==> config.mk <==
export PLATFORM = sky130hd
export DESIGN_NAME = seq_bit_serializer_flat
export DESIGN_NICKNAME = d
export VERILOG_FILES = /design/src/rtl/seq_bit_serializer_if.sv /design/src/rtl/seq_bit_serializer.sv /design/src/flat_wrapper.sv
export SDC_FILE = /design/constraint.sdc
export NUM_CORES = 1
export LEC_CHECK = 0
export ABC_AREA = 1
export CAP_MARGIN = 20
export CELL_PAD_IN_SITES_DETAIL_PLACEMENT = 1
export CELL_PAD_IN_SITES_GLOBAL_PLACEMENT = 2
export CORE_ASPECT_RATIO = 0.75
export CORE_MARGIN = 3
export CORE_UTILIZATION = 31
export DETAILED_ROUTE_END_ITERATION = 8
export GPL_ROUTABILITY_DRIVEN = 0
export PLACE_DENSITY = 0.81
export SKIP_LAST_GASP = 1
export SLEW_MARGIN = 25
export SYNTH_ARGS = -nofsm -noshare
export SYNTH_HDL_FRONTEND = slang
export SYNTH_SLANG_ARGS = --single-unit
==> constraint.sdc <==
create_clock -name clk -period 1.9 [get_ports clk]
set_input_delay 0.38 -clock clk [delete_from_list [all_inputs] [get_ports clk]]
set_output_delay 0.38 -clock clk [all_outputs]
set_load 0.05 [all_outputs]
==> src/rtl/seq_bit_serializer_if.sv <==
// +----------------------------------------------------------------------------+
// | seq_bit_serializer_if                                                      |
// | Word handshake and serial-output bundle for seq_bit_serializer.            |
// | Revision: 1.0                                                              |
// +----------------------------------------------------------------------------+
`default_nettype none

interface seq_bit_serializer_if #(
  parameter int WIDTH = 8,
  parameter int CNT_W = 16
) ();
  logic [WIDTH-1:0] in_data;
  logic             in_valid;
  logic             in_ready;
  logic             ser_bit;
  logic             ser_valid;
  logic             word_done;
  logic             busy;
  logic [CNT_W-1:0] words_sent;

  modport master (
    output in_data, in_valid,
    input  in_ready, ser_bit, ser_valid, word_done, busy, words_sent
  );

  modport slave (
    input  in_data, in_valid,
    output in_ready, ser_bit, ser_valid, word_done, busy, words_sent
  );
endinterface

`default_nettype wire

==> src/rtl/seq_bit_serializer.sv <==
// +----------------------------------------------------------------------------+
// | seq_bit_serializer                                                         |
// | Parallel-to-serial front end feeding the 1011 detector, with one-word      |
// | holding buffer for gap-free streaming. Macro SEQ_SER_LSB_FIRST_EN selects  |
// | LSB-first order (default MSB-first).                                       |
// | Revision: 1.0                                                              |
// +----------------------------------------------------------------------------+
`default_nettype none

module seq_bit_serializer #(
  parameter int WIDTH = 8,
  parameter int CNT_W = 16
) (
  input  wire logic           clk,
  input  wire logic           reset_n,
  seq_bit_serializer_if.slave bus
);

  localparam int BW = $clog2(WIDTH);
  localparam logic [BW-1:0] LAST_IDX = BW'(WIDTH - 1);

  typedef enum logic [0:0] {
    IDLE  = 1'b0,
    SHIFT = 1'b1
  } state_t;

  state_t           st, st_nxt;
  logic [WIDTH-1:0] hold_data;
  logic             hold_full, hold_full_nxt;
  logic [WIDTH-1:0] shift_data, shift_nxt, shift_adv;
  logic [BW-1:0]    bit_idx, bit_nxt;
  logic [CNT_W-1:0] words_cnt;
  logic             accept, load, at_last, out_bit;

  assign accept  = bus.in_valid && !hold_full;
  assign at_last = (bit_idx == LAST_IDX);
  assign load    = hold_full && ((st == IDLE) || ((st == SHIFT) && at_last));

`ifdef SEQ_SER_LSB_FIRST_EN
  assign shift_adv = {1'b0, shift_data[WIDTH-1:1]};
  assign out_bit   = shift_data[0];
`else
  assign shift_adv = {shift_data[WIDTH-2:0], 1'b0};
  assign out_bit   = shift_data[WIDTH-1];
`endif

  always_comb begin
    st_nxt        = st;
    bit_nxt       = bit_idx;
    shift_nxt     = shift_data;
    hold_full_nxt = hold_full;

    if (accept) begin
      hold_full_nxt = 1'b1;
    end else if (load) begin
      hold_full_nxt = 1'b0;
    end

    case (st)
      IDLE: begin
        if (load) begin
          st_nxt    = SHIFT;
          bit_nxt   = '0;
          shift_nxt = hold_data;
        end
      end
      SHIFT: begin
        if (!at_last) begin
          bit_nxt   = bit_idx + 1'b1;
          shift_nxt = shift_adv;
        end else if (load) begin
          // Next word follows the last bit directly: no idle cycle.
          bit_nxt   = '0;
          shift_nxt = hold_data;
        end else begin
          st_nxt  = IDLE;
          bit_nxt = '0;
        end
      end
      default: begin
        st_nxt  = IDLE;
        bit_nxt = '0;
      end
    endcase
  end

  always_ff @(posedge clk or negedge reset_n) begin
    if (!reset_n) begin
      st         <= IDLE;
      bit_idx    <= '0;
      shift_data <= '0;
      hold_full  <= 1'b0;
      hold_data  <= '0;
    end else begin
      st         <= st_nxt;
      bit_idx    <= bit_nxt;
      shift_data <= shift_nxt;
      hold_full  <= hold_full_nxt;
      if (accept) begin
        hold_data <= bus.in_data;
      end
    end
  end

  always_ff @(posedge clk or negedge reset_n) begin
    if (!reset_n) begin
      words_cnt <= '0;
    end else if (bus.word_done && (words_cnt != {CNT_W{1'b1}})) begin
      words_cnt <= words_cnt + 1'b1;
    end
  end

  assign bus.in_ready   = !hold_full;
  assign bus.ser_valid  = (st == SHIFT);
  assign bus.ser_bit    = bus.ser_valid && out_bit;
  assign bus.word_done  = bus.ser_valid && at_last;
  assign bus.busy       = bus.ser_valid || hold_full;
  assign bus.words_sent = words_cnt;

endmodule

`default_nettype wire
==> src/flat_wrapper.sv <==
// flat-port wrapper written by rule: the top's interface ports become plain ports
module seq_bit_serializer_flat 
#(
  parameter int WIDTH = 8,
  parameter int CNT_W = 16
)
  (clk, reset_n, bus_in_data, bus_in_valid, bus_in_ready, bus_ser_bit, bus_ser_valid, bus_word_done, bus_busy, bus_words_sent);
  seq_bit_serializer_if #(.WIDTH(WIDTH), .CNT_W(CNT_W)) bus_i ();
  input  wire logic clk;
  input  wire logic reset_n;
  input wire logic [$bits(bus_i.in_data)-1:0] bus_in_data;
  input wire logic [$bits(bus_i.in_valid)-1:0] bus_in_valid;
  output wire logic [$bits(bus_i.in_ready)-1:0] bus_in_ready;
  output wire logic [$bits(bus_i.ser_bit)-1:0] bus_ser_bit;
  output wire logic [$bits(bus_i.ser_valid)-1:0] bus_ser_valid;
  output wire logic [$bits(bus_i.word_done)-1:0] bus_word_done;
  output wire logic [$bits(bus_i.busy)-1:0] bus_busy;
  output wire logic [$bits(bus_i.words_sent)-1:0] bus_words_sent;
  assign bus_i.in_data = bus_in_data;
  assign bus_i.in_valid = bus_in_valid;
  assign bus_in_ready = bus_i.in_ready;
  assign bus_ser_bit = bus_i.ser_bit;
  assign bus_ser_valid = bus_i.ser_valid;
  assign bus_word_done = bus_i.word_done;
  assign bus_busy = bus_i.busy;
  assign bus_words_sent = bus_i.words_sent;
  seq_bit_serializer #(.WIDTH(WIDTH), .CNT_W(CNT_W)) u_core (.clk(clk), .reset_n(reset_n), .bus(bus_i));
endmodule
==> results.md <==
* Status: finished clean
* Leading area contributor after synthesis: dfrtp_1
* Total CTS buffers at 5
* Setup_tns at 0 ns
* Hold_ws at 0.04397 ns
* FF+latch count, synth at 37
* DR DRC count at 0
* Crit path DAT at roughly 1.4 ns
* Vias per std cell at 4.600
* GR Overflow Total at 0
* Initial core utilization at 0.3348
* Max clock buf depth at 2
* Post-synthesis net count at 238
* Root buffer cell: clkbuf_8
* Multi-input gate area at 810.8 um^2
* Clock sinks at 37
* Std-Cell Rows at 23
* Period utilisation layout at 0.9582
* Post-Layout Cell Count at around 350
* Final Hold Vio Count at 0
* Filler cells at 697
* CTS tree: built
* Ant. Diodes at 0
* Ordered cell list for the critical path: ha_1 -> ha_1 -> nand2_2 -> inv_2 -> buf_12
* Hold buffer count at cts at 0
* Crit path launch: u_core.bit_idx[0]$_DFFE_PN0P_
* WL final at around 4.7 mm
* I/O pins at 32
* Synth Area per Inst at 8.300 um^2
* Post-Syn Area at 1859 um^2
* Largest net degree at the start of global routing at 22
* Vias post-DR at 1587
* # setup viols final at 0
* Ys Warns at 0
* Most frequent cells in the layout: 82 x nand2_1, 37 x dfrtp_1, 29 x buf_4
* Router iterations before antenna repair at 4
* Share of post-route cells with drive strength above 1 at 0.2148
* CP delay by family, top: adder cells
* PortBufs at 31
* Required @ worst endpoint at 1.52 ns
* Post-DP HPWL at 3.621 mm
* Worst skew pair latency at 0.29 ns
* Hold WC Path Type: in2async
* Max IR drop VDD at roughly 0.64 mV
* Crit Path Max Fanout at 4
* Vias in the first global route at 1530
* PwrDens at between 1000 and 1500 nW/um^2
* Area grow syn2layout at 28.74%
* Final Slew Violations at 0
* Post-synth top area share at 0.4980
* CP Buf/Inv Count at 2
* Worst Setup End Kind: output port
* Pleak at 1.130 nW
* Slew of the pin with the lowest slew margin at 0.4821 ns
* Initial DRC Count at 53
* FF+latch area at 925.9 um^2
* Max Fclk at 0.5493 GHz
* ANT nets after route at 0
* GR Util All Layers at 0.1458
* Max cap viols at 0
* Die width at 95.43 um
* Global-route wire length before repair at around 7.8 mm
* Kind of critical path: reg2out
* # H-tree levels at 2
* Final min period at 1.821 ns
* FF-to-FF Start: u_core.bus.words_sent[1]$_DFFE_PN0P_
* Netlist cell types at 23
* Die H at ~73 um
* Mapped Cells at 224
* Clock Pin Slew Worst Setup and Hold Paths at 0.08 ns
* Critical path's slowest cell: dfrtp_1
* Total die area at ~7000 um^2
* CP dominant cell by count: ha_1
* Largest cells by area after synthesis: dfrtp_1 50%, nand2_1 17%, inv_1 5.5%
* Largest stage delay on the critical path at 0.39 ns
* RSZ-0062 raised after global routing: false
* Area of the core at 5554 um^2
* Slew HR at 0.6786
* Wire length per cell at between 10 and 15 um
* Initial antenna violation count at 0
* Startpoint types: flip-flop
* Worst Skew at 0.006617 ns
* Commonest non-fill, non-tap cell in the layout: nand2_1
* Post-Place Cells at 335
* Final #Nets at 283
* Seq/Total Area, Yosys at 0.4980
==> per-stage QoR <==
stage          utilization  power (W)  setup WS, ns  cell area, um^2
2_1_floorplan            -   0.001995       0.03671             1859
3_5_place_dp        0.4062   0.002424        0.1786             2256
6_report            0.4310   0.003158       0.07937             2394
5_1_grt             0.4310   0.003367       0.01226             2394
4_1_cts             0.4283   0.003170      0.004449             2379
3_3_place_gp        0.4062   0.002387        0.1773             2256
==> cell usage after synthesis <==
| master | number |
|---|---|
| nor2_1 | 18 |
| o221ai_1 | 5 |
| xor2_1 | 3 |
| nand4_1 | 4 |
| nand2_1 | 83 |
| nor2_4 | 3 |
| inv_2 | 1 |
| nor2_2 | 2 |
| mux2_2 | 8 |
| ha_1 | 3 |
| o21ai_0 | 8 |
| clkbuf_1 | 1 |
| nand3_1 | 9 |
| nand2_2 | 2 |
| a22o_1 | 2 |
| dfrtp_1 | 37 |
| o211ai_1 | 1 |
| clkinv_2 | 1 |
| xnor2_1 | 3 |
| inv_1 | 27 |
| buf_6 | 1 |
| nor3_1 | 1 |
| o22ai_1 | 1 |
==> routing by layer <==
layer / vias up / global-route usage / share of wire
met5: - / 0 / 0
met3: 2 / 0.03093 / 0.033
li1: 796 / - / -
met4: 0 / 0.04732 / 0.0072
met1: 763 / 0.2228 / 0.54
met2: 26 / 0.2025 / 0.42
==> flip-flops by register name, summed over array words and instances (netlist names) <==
| name | count |
|---|---|
| u_core.bus.words_sent | 16 |
| u_core.hold_data | 8 |
| u_core.shift_data | 8 |
| u_core.bit_idx | 3 |
| u_core.bus.ser_valid | 1 |
| u_core.hold_full | 1 |
==> repair_timing <==
action | 4_1_cts | 5_1_grt
endpoints found under the setup margin | 1 | 1
gates resized for setup | 2 | 0
setup buffers | 0 | 2
hold endpoints to repair | 0 | 0
==> cell type report <==
cell class | count | area share
Clock inverter | 2 | 0.01568
Sequential cell | 37 | 0.3868
Clock buffer | 6 | 0.03450
Inverter | 29 | 0.04600
Tap cell | 75 | 0.03921
Multi-Input combinational cell | 156 | 0.3387
Timing Repair Buffer | 40 | 0.1390
==> worst register-to-register path: cells and delay by family (launching register included) <==
family                     cells  cell delay [ns]
adders and majority gates      1             0.23
buffers and inverters          1             0.16
DFF                            1             0.39
AOI/OAI and AO/OA              1             0.08
and+or+nand+nor                6             0.61
==> cells by family (layout without fill, tap and decap cells) <==
| family | Yosys count | count (layout) | synth area share |
|---|---|---|---|
| compound gates | 17 | 17 | 0.06192 |
| xor+xnor | 6 | 6 | 0.02827 |
| fa+ha+maj | 3 | 3 | 0.02019 |
| buf+inv | 31 | 77 | 0.06729 |
| flops | 37 | 37 | 0.4980 |
| mux | 8 | 8 | 0.04845 |
| simple gates | 122 | 122 | 0.2759 |
==> power breakdown <==
group,leakage (nW),internal (W),switching (W)
combinational,0.598,0.000482,0.000760
clock,0.0574,0.000427,0.000298
sequential,0.475,0.00103,0.000162
total,1.13,0.00194,0.00122
==> final timing paths <==
check | end | slack (ns) | cells after the start
worst min register to register | u_core.shift_data[1]$_DFF_PN0_ | 0.49 | 2
min in group clk | u_core.shift_data[1]$_DFF_PN0_ | 0.49 | 2
max in group asynchronous | u_core.bus.words_sent[6]$_DFFE_PN0P_ | 1.34 | 2
worst min-delay path | u_core.shift_data[1]$_DFF_PN0_ | 0.04 | 1
worst max-delay path | bus_word_done | 0.08 | 5
worst max register to register | u_core.bus.words_sent[9]$_DFFE_PN0P_ | 0.30 | 9
Power figures use the tool's default switching activity.
